### src/rtl/timer_multi.sv
// rtl/timer_multi.sv - multi-channel down-counting timer stepped by one shared prescaler
// Define TIMER_MULTI_PWM_EN to enable the per-channel registered PWM comparator.
module timer_multi #(
   parameter int WIDTH      = 16,
   parameter int CHANNELS   = 2,
   parameter int PRESCALE_W = 8
) (
   input  logic                      clk,
   input  logic                      reset,
   input  logic [PRESCALE_W-1:0]     prescale,
   input  logic [CHANNELS-1:0]       start,
   input  logic [CHANNELS-1:0]       stop,
   input  logic [CHANNELS-1:0]       periodic,
   input  logic [CHANNELS*WIDTH-1:0] reload,
   input  logic [CHANNELS*WIDTH-1:0] compare,
   input  logic [CHANNELS-1:0]       irq_clr,
   output logic [CHANNELS*WIDTH-1:0] count,
   output logic [CHANNELS-1:0]       running,
   output logic [CHANNELS-1:0]       expired,
   output logic [CHANNELS-1:0]       irq,
   output logic [CHANNELS-1:0]       pwm
);
   typedef enum logic [1:0] {ST_IDLE, ST_RUN, ST_DONE} state_t;

   logic [PRESCALE_W-1:0]     pcnt_q, pcnt_d;
   logic                      tick;
   state_t                    state_q [CHANNELS];
   state_t                    state_d [CHANNELS];
   logic [CHANNELS-1:0]       mode_q, mode_d;
   logic [CHANNELS-1:0]       expired_q, expired_d;
   logic [CHANNELS-1:0]       irq_q, irq_d;
   logic [CHANNELS-1:0]       pwm_q, pwm_d;
   logic [CHANNELS*WIDTH-1:0] count_q, count_d;

   // >= so that lowering prescale below the current phase wraps at once
   always_comb begin
      tick   = (pcnt_q >= prescale);
      pcnt_d = tick ? '0 : pcnt_q + 1'b1;
   end

   always_comb begin
      count_d   = count_q;
      mode_d    = mode_q;
      expired_d = '0;
      irq_d     = irq_q;
      for (int i = 0; i < CHANNELS; i++) begin
         state_d[i] = state_q[i];
         if (stop[i]) begin
            if (state_q[i] == ST_RUN) begin
               state_d[i] = ST_IDLE;
            end
         end else if (start[i]) begin
            state_d[i]                 = ST_RUN;
            mode_d[i]                  = periodic[i];
            count_d[i*WIDTH +: WIDTH]  = reload[i*WIDTH +: WIDTH];
         end else if (state_q[i] == ST_RUN && tick) begin
            if (count_q[i*WIDTH +: WIDTH] != '0) begin
               count_d[i*WIDTH +: WIDTH] = count_q[i*WIDTH +: WIDTH] - 1'b1;
            end else begin
               expired_d[i] = 1'b1;
               if (mode_q[i]) begin
                  count_d[i*WIDTH +: WIDTH] = reload[i*WIDTH +: WIDTH];
               end else begin
                  state_d[i] = ST_DONE;
               end
            end
         end
         // a fresh expiry overrides a simultaneous clear
         irq_d[i] = expired_d[i] | (irq_q[i] & ~irq_clr[i]);
      end
   end

`ifdef TIMER_MULTI_PWM_EN
   always_comb begin
      pwm_d = '0;
      for (int i = 0; i < CHANNELS; i++) begin
         pwm_d[i] = (state_q[i] == ST_RUN) && (count_q[i*WIDTH +: WIDTH] < compare[i*WIDTH +: WIDTH]);
      end
   end
`else
   logic unused_compare;
   assign unused_compare = ^compare;
   assign pwm_d          = '0;
`endif

   always_ff @(posedge clk or negedge reset) begin
      if (!reset) begin
         pcnt_q    <= '0;
         count_q   <= '0;
         mode_q    <= '0;
         expired_q <= '0;
         irq_q     <= '0;
         pwm_q     <= '0;
         for (int i = 0; i < CHANNELS; i++) begin
            state_q[i] <= ST_IDLE;
         end
      end else begin
         pcnt_q    <= pcnt_d;
         count_q   <= count_d;
         mode_q    <= mode_d;
         expired_q <= expired_d;
         irq_q     <= irq_d;
         pwm_q     <= pwm_d;
         for (int i = 0; i < CHANNELS; i++) begin
            state_q[i] <= state_d[i];
         end
      end
   end

   always_comb begin
      running = '0;
      for (int i = 0; i < CHANNELS; i++) begin
         running[i] = (state_q[i] == ST_RUN);
      end
   end

   assign count   = count_q;
   assign expired = expired_q;
   assign irq     = irq_q;
   assign pwm     = pwm_q;

endmodule

### config.mk
export PLATFORM = sky130hd
export DESIGN_NAME = timer_multi
export DESIGN_NICKNAME = d
export VERILOG_FILES = /design/src/rtl/timer_multi.sv
export SDC_FILE = /design/constraint.sdc
export NUM_CORES = 1
export LEC_CHECK = 0
export ABC_AREA = 0
export CAP_MARGIN = 10
export CORE_AREA = 2 2 107 109
export CTS_BUF_LIST = sky130_fd_sc_hd__clkbuf_8
export DETAILED_ROUTE_END_ITERATION = 8
export DIE_AREA = 0 0 109 111
export PLACE_DENSITY_LB_ADDON = 0.1
export SLEW_MARGIN = 10
export SYNTH_ARGS = -nofsm -noshare
export SYNTH_HDL_FRONTEND = slang
export SYNTH_SLANG_ARGS = --single-unit
### constraint.sdc
create_clock -name clk -period 4.3 [get_ports clk]
set_clock_uncertainty 0.15 [all_clocks]
set_input_delay 0.645 -clock clk [delete_from_list [all_inputs] [get_ports clk]]
set_output_delay 0.645 -clock clk [all_outputs]
set_load 0.005 [all_outputs]
==> results.md, run 1 <==
- Unique masters post-synth: 58
- Die height: 111 um
- IO Count: 122
- Fillers: 1147
- Ys flop type: dfrtp_1
- Diode count: 0
- Final instance area: 0.00433 mm2
- CTS tree: done
- DRC viols: 0
- Ratio of cells with drive above 1 in the final layout: 6.45%
- Period utilization: 74.2%
- CTS root buf: clkbuf_8
- Final slew viol count: 0
- Crit-path leading delay family: compound AO/OA/AOI/OAI gates
- Aggregate negative setup slack: 0 ns
- Syn Inst Count: 384
- Crit path buf inv count: 3
- Die X: 109 um
- P_leak: 1.79 nW
- Initial DRT Pass Iterations: 5
- Resized cells post-CTS: 0
- Vias in the first global route: 3073
- Initial core utilization: 29.1%
- Total Power: 0.00174 W
- DP Area: 0.00422 mm2
- CP Class: input pin to flip-flop
- CP Capture Type: flip-flop
- Final Hold Viols: 0
- WL/cell: 15.8 um
- Seq/Total Area, Yosys: 38.8%
- Worst-Skew Late Latency: 0.30 ns
- Worst EP arrival: 3.26 ns
- IR Drop Worst-Case VDD: 0.000144 V
- Critical-path cell list: clkdlybuf4s50_1 > inv_1 > ha_1 > a21o_1 > a221oi_1 > o21ai_1 > buf_4 > a31oi_2 > a21oi_1 > o22ai_1
- Post-CTS setup buffer count: 0
- Reg clk slew, reported paths: 0.10 ns
- Synth warn: 0
- HPWL Detailed: 6920 um
- Post-layout min period: 3.19 ns
- Sequential cell area: 0.00125 mm2
- H-tree depth: 2
- CP startpoint kind: input pin
- Finish-stage setup viols: 0
- Largest stage delay, worst path: 0.53 ns
- GRT overflow: 0
- HP Class: input pin to async pin
- Routed Antenna Nets: 0
- Initial antenna violation count: 0
- Commonest non-fill, non-tap cell in the layout: clkdlybuf4s50_1
- Synth async-reset ratio: 100%
- R2R setup slack: 1.39 ns
- Nets: 560
- Syn avg cell area: 8.39 um2
- CP max-delay cell: a31oi_2
- Worst relative slew slack: 32.8%
- Hold_buf cts: 0
- Final Util: 39.1%
- PortBufs: 87
- Largest net degree at the start of global routing: 34
- Synth Register Bits: 50
- Worst-path fanout max: 13
- Hold WS: 0.123 ns
- Total CTS buffers: 5
- Routability Congestion: 0.819
- Routed wire length: 9590 um
- MaxCap Viol Count: 0
- CTS Buffer Depth: 2
- Number of flops mapped to enable cells by yosys: 0
- P&R area growth vs syn: 34.5%
- DRT iter0 DRCs: 158
- Via Count: 3149
- Outcome: completed
- Vias per std cell: 5.18
- Clock Sinks: 50
- Cell Pwr Density: 402 mW/mm2
- Most frequent cells in the layout: clkdlybuf4s50_1, dfrtp_1, a21oi_1
- FP Rows: 39
- WP data required: 4.37 ns
- RSZ-0062 raised after global routing: false
- Pin slew with the least headroom to its limit: 1.00 ns
- Total Routing Usage GR: 16.3%
- Highest clock rate: 313 MHz
- DIE AREA: 0.0121 mm2
- First-pass GRT wire length: 15700 um
- Core ar.: 0.0111 mm2
- Area of the multi-input gates: 0.00180 mm2
- Mapped cell area: 0.00322 mm2
logic make-up after synthesis:
kind of cell	synth area share (%)
AO/OA/AOI/OAI	27.0
XOR/XNOR	1.63
adder cells (fa/ha/maj)	5.05
buffers and inverters	5.71
flip-flops	38.8
other	0.116
AND/OR/NAND/NOR	21.7
metrics by stage:
step | setup WS (ns) | instances
5_1_grt | 0.845 | 608
2_1_floorplan | 1.77 | 385
6_report | 1.11 | 608
3_5_place_dp | 0.803 | 601
3_3_place_gp | 0.826 | 601
4_1_cts | 1.12 | 608
routing by layer:
| layer | track usage, % | up-vias | share of wire (%) |
|---|---|---|---|
| li1 | - | 1558 | - |
| met1 | 23.8 | 1483 | 47 |
| met2 | 24.8 | 98 | 45 |
| met3 | 2.88 | 10 | 6.5 |
| met4 | 4.36 | 0 | 1.4 |
| met5 | 0 | - | 0 |
synth_stat cells, types with 2 or more instances:
cell type  number  area [um2]
o21ai_0        20         100
or4_1           4        30.0
nor4_1          4        25.0
a31oi_2         2        25.0
a21oi_1        45         225
dfrtp_1        50        1250
o21ai_1        14        70.1
nand3_1        23         115
or3_1           3        18.8
a32o_1          2        20.0
ha_1           13         163
inv_1          22        82.6
clkbuf_1       10        37.5
a211oi_1        2        15.0
nor2_2          2        12.5
or2_1           2        12.5
a21o_1          6        45.0
a41o_1          2        20.0
nand2_1        25        93.8
and3_1          4        25.0
xor2_1          5        43.8
buf_2           6        30.0
nand4_1         3        18.8
a2bb2oi_1       2        17.5
o21a_1          6        45.0
nor2_1         40         150
or2_2           2        12.5
buf_4           3        22.5
o41ai_1         2        17.5
a31oi_1         8        50.1
nor3_1         12        60.1
o31ai_1         3        22.5
and2_1          2        12.5
nor2b_1         3        18.8
nand2b_1        3        18.8
o2bb2ai_1       3        26.3
a31o_1          3        26.3
a31o_2          3        26.3
worst paths after layout:
check                                 startpoint                      to  depth (start not counted)
min in group clk           mode_q[0]$_DFFE_PN0P_  state_q[3]$_DFFE_PN0P_                          1
hold / removal                             reset   count[24]$_DFFE_PN0P_                          1
setup reg to reg           count[23]$_DFFE_PN0P_   count[30]$_DFFE_PN0P_                          6
hold reg to reg            mode_q[0]$_DFFE_PN0P_  state_q[3]$_DFFE_PN0P_                          1
max in group asynchronous                  reset    count[8]$_DFFE_PN0P_                          2
setup / recovery                     prescale[6]    count[0]$_DFFE_PN0P_                         10
registers in the layout, indices dropped and copies added, names as in the netlist:
name	cells
expired	2
mode_q	2
irq	2
state_q	4
pcnt_q	8
count	32
worst reg2reg max path, stage by stage (launching register included):
cell	delay, ns
dfrtp_1	0.48
nor4_1	0.49
nand4b_1	0.34
o21ai_1	0.87
a32oi_1	0.19
nor2_1	0.17
a2bb2oi_1	0.15
layout make-up:
| type | instances | area share, % |
|---|---|---|
| multi-input combinational | 293 | 41.5 |
| tap | 143 | 4.13 |
| clock buffer | 6 | 1.91 |
| timing repair buffer | 93 | 21.0 |
| sequential | 50 | 28.9 |
| inverter | 22 | 1.91 |
| clock inverter | 1 | 0.693 |
power by group:
part / switching [W] / internal, W / leakage (nW)
Combinational: 0.000301 / 0.000348 / 1.13
Sequential: 0.000161 / 0.000584 / 0.603
Clock: 0.000161 / 0.000186 / 0.0573
Power figures use the tool's default switching activity.
==> inputs of run 2 (changes only) <==
Clock period 4.3 ns to 2.7 ns, I/O delays scaled along.
==> run 2 against run 1 <==
Compared with the run above: power increased by 62%; non-clock buffer count increased by 31; clock-buffer cell count unchanged; die area unchanged; worst hold slack improved by 0.21 ns; sequential power increased by 54%; register-to-register slack got worse by 1.2 ns; critical path depth unchanged; sequential share of layout area decreased by 1.5 points; critical endpoint is now count[16]$_DFFE_PN0P_; via count increased by 3.3%.
==> results.md, run 2 (synthesis results as in run 1) <==
- Outcome: completed
- WL/cell: 15.3 um (-2.8%)
- P&R area growth vs syn: 41.8%
- Total CTS buffers: 5 (unchanged)
- Die X: 109 um (unchanged)
- First-pass GRT wire length: 16200 um (+3.0%)
- DRT iter0 DRCs: 127 (-20%)
- Vias per std cell: 5.08 (-1.8%)
- RSZ-0062 raised after global routing: true
- DRC viols: 0 (unchanged)
- IO Count: 122 (unchanged)
- HP Class: flip-flop to flip-flop
- Ratio of cells with drive above 1 in the final layout: 13.1% (+6.6 points)
- Routed Antenna Nets: 0 (unchanged)
- Via Count: 3254 (+3.3%)
- Initial antenna violation count: 0 (unchanged)
- Post-layout min period: 2.55 ns
- Clock Sinks: 50 (unchanged)
- Routed wire length: 9800 um (+2.3%)
- IR Drop Worst-Case VDD: 0.000266 V (+85%)
- MaxCap Viol Count: 0 (unchanged)
- CP Capture Type: flip-flop
- DIE AREA: 0.0121 mm2 (unchanged)
- Placed instance count: 631 (+5.0%)
- Most frequent cells in the layout: clkdlybuf4s50_1, dfrtp_1, a21oi_1
- Pin slew with the least headroom to its limit: 0.640 ns (-0.360 ns)
- Fin worst setup slack: 0.151 ns (-0.958 ns)
- Largest net degree at the start of global routing: 27 (-21%)
- Post-CTS setup buffer count: 0 (unchanged)
- CTS tree: done
- Final Hold Viols: 0 (unchanged)
- Reg clk slew, reported paths: 0.10 ns (about the same)
- Nets: 591 (+5.5%)
- Worst-path fanout max: 5 (-8)
- Diode count: 0 (unchanged)
- Finish-stage setup viols: 0 (unchanged)
- Vias in the first global route: 3221 (+4.8%)
- Worst relative slew slack: 57.0% (+24 points)
- Total Routing Usage GR: 16.9% (+0.53 points)
- CP Class: input pin to flip-flop
- CP startpoint kind: input pin
- P_leak: 1.94 nW (+8.3%)
- Worst slack, placed: -0.306 ns (-1.11 ns)
- Commonest non-fill, non-tap cell in the layout: clkdlybuf4s50_1
- FP Rows: 39 (unchanged)
- Fillers: 1133 (-1.2%)
- PortBufs: 87 (unchanged)
- Max reg flops: 32 (unchanged)
- Highest clock rate: 392 MHz
- Die height: 111 um (unchanged)
- Total Power: 0.00281 W (+62%)
- Initial core utilization: 29.1% (unchanged)
- H-tree depth: 2 (unchanged)
- Cell Pwr Density: 616 mW/mm2 (+53%)
- Final slew viol count: 0 (unchanged)
- HPWL Detailed: 7330 um (+5.8%)
- Core ar.: 0.0111 mm2 (unchanged)
- CTS Buffer Depth: 2 (unchanged)
- GRT overflow: 0 (unchanged)
- CTS root buf: clkbuf_8
- Period utilization: 94.4%
- Worst EP arrival: 2.63 ns (-0.63 ns)
- Initial DRT Pass Iterations: 4 (-1)
- Worst-Skew Late Latency: 0.31 ns (about the same)
- Routability Congestion: 0.851 (+3.9%)
- WP data required: 2.78 ns (-1.59 ns)
- Finished Layout Cells: 640 (+5.3%)
[run 2: path summary, 6_finish.rpt]
check	startpoint	slack (ns)	to	cells after the start
max reg2reg	count[9]$_DFFE_PN0P_	0.17	count[12]$_DFFE_PN0P_	7
min reg2reg	irq[1]$_DFF_PN0_	0.34	irq[1]$_DFF_PN0_	1
max	prescale[7]	0.15	count[16]$_DFFE_PN0P_	10
min	irq[1]$_DFF_PN0_	0.34	irq[1]$_DFF_PN0_	1
min in group asynchronous	reset	0.45	count[26]$_DFFE_PN0P_	2
max in group asynchronous	reset	1.31	count[7]$_DFFE_PN0P_	3
[run 2: final cells by class]
cell class                 count  area [um2]  area share, %
sequential                    50        1250           27.4
clock inverter                 2        12.5          0.274
tap                          143         179           3.92
clock buffer                   6        82.6           1.81
timing repair buffer         124        1150           25.1
multi-input combinational    293        1820           39.7
inverter                      22        82.6           1.81
[run 2: worst max-delay path: stages]
cell and delay, ns:
clkdlybuf4s50_1 0.46, inv_1 0.04, ha_1 0.29, and3_1 0.18, nand3_1 0.11, o21a_1 0.25, o31ai_1 0.44, buf_4 0.22
o21ai_0 0.08, o21ai_0 0.14
[run 2: report_power, final]
part	switching (W)	internal [W]
registers	0.000220	0.000931
logic	0.000542	0.000640
clock network	0.000275	0.000207
total	0.00104	0.00178
[run 2: what timing repair did]
item / 4_1_cts / 5_1_grt
gates resized for setup: 0 / 5
endpoints found under the hold margin: 19 / 0
setup endpoints to repair: 0 / 17
hold buffers: 1 / 0
[run 2: metrics by stage]
step           hold slack [ns]  utilization (%)  cell area, um2   TNS, ns
2_1_floorplan          -0.0406                -            3230         0
3_3_place_gp             0.273             40.1            4450     -4.81
3_5_place_dp             0.278             40.1            4450     -5.55
4_1_cts                  0.344             41.1            4550         0
5_1_grt                  0.380             41.3            4570  -0.00992
6_report                 0.336             41.3            4570         0
[run 2: per-layer routing]
| layer | routed length [um] | GRT usage (%) | vias up |
|---|---|---|---|
| li1 | - | - | 1628 |
| met1 | 4730 | 24.2 | 1532 |
| met3 | 406 | 2.53 | 11 |
| met4 | 128 | 4.36 | 0 |
| met5 | 0 | 0 | - |
| met2 | 4540 | 26.4 | 83 |
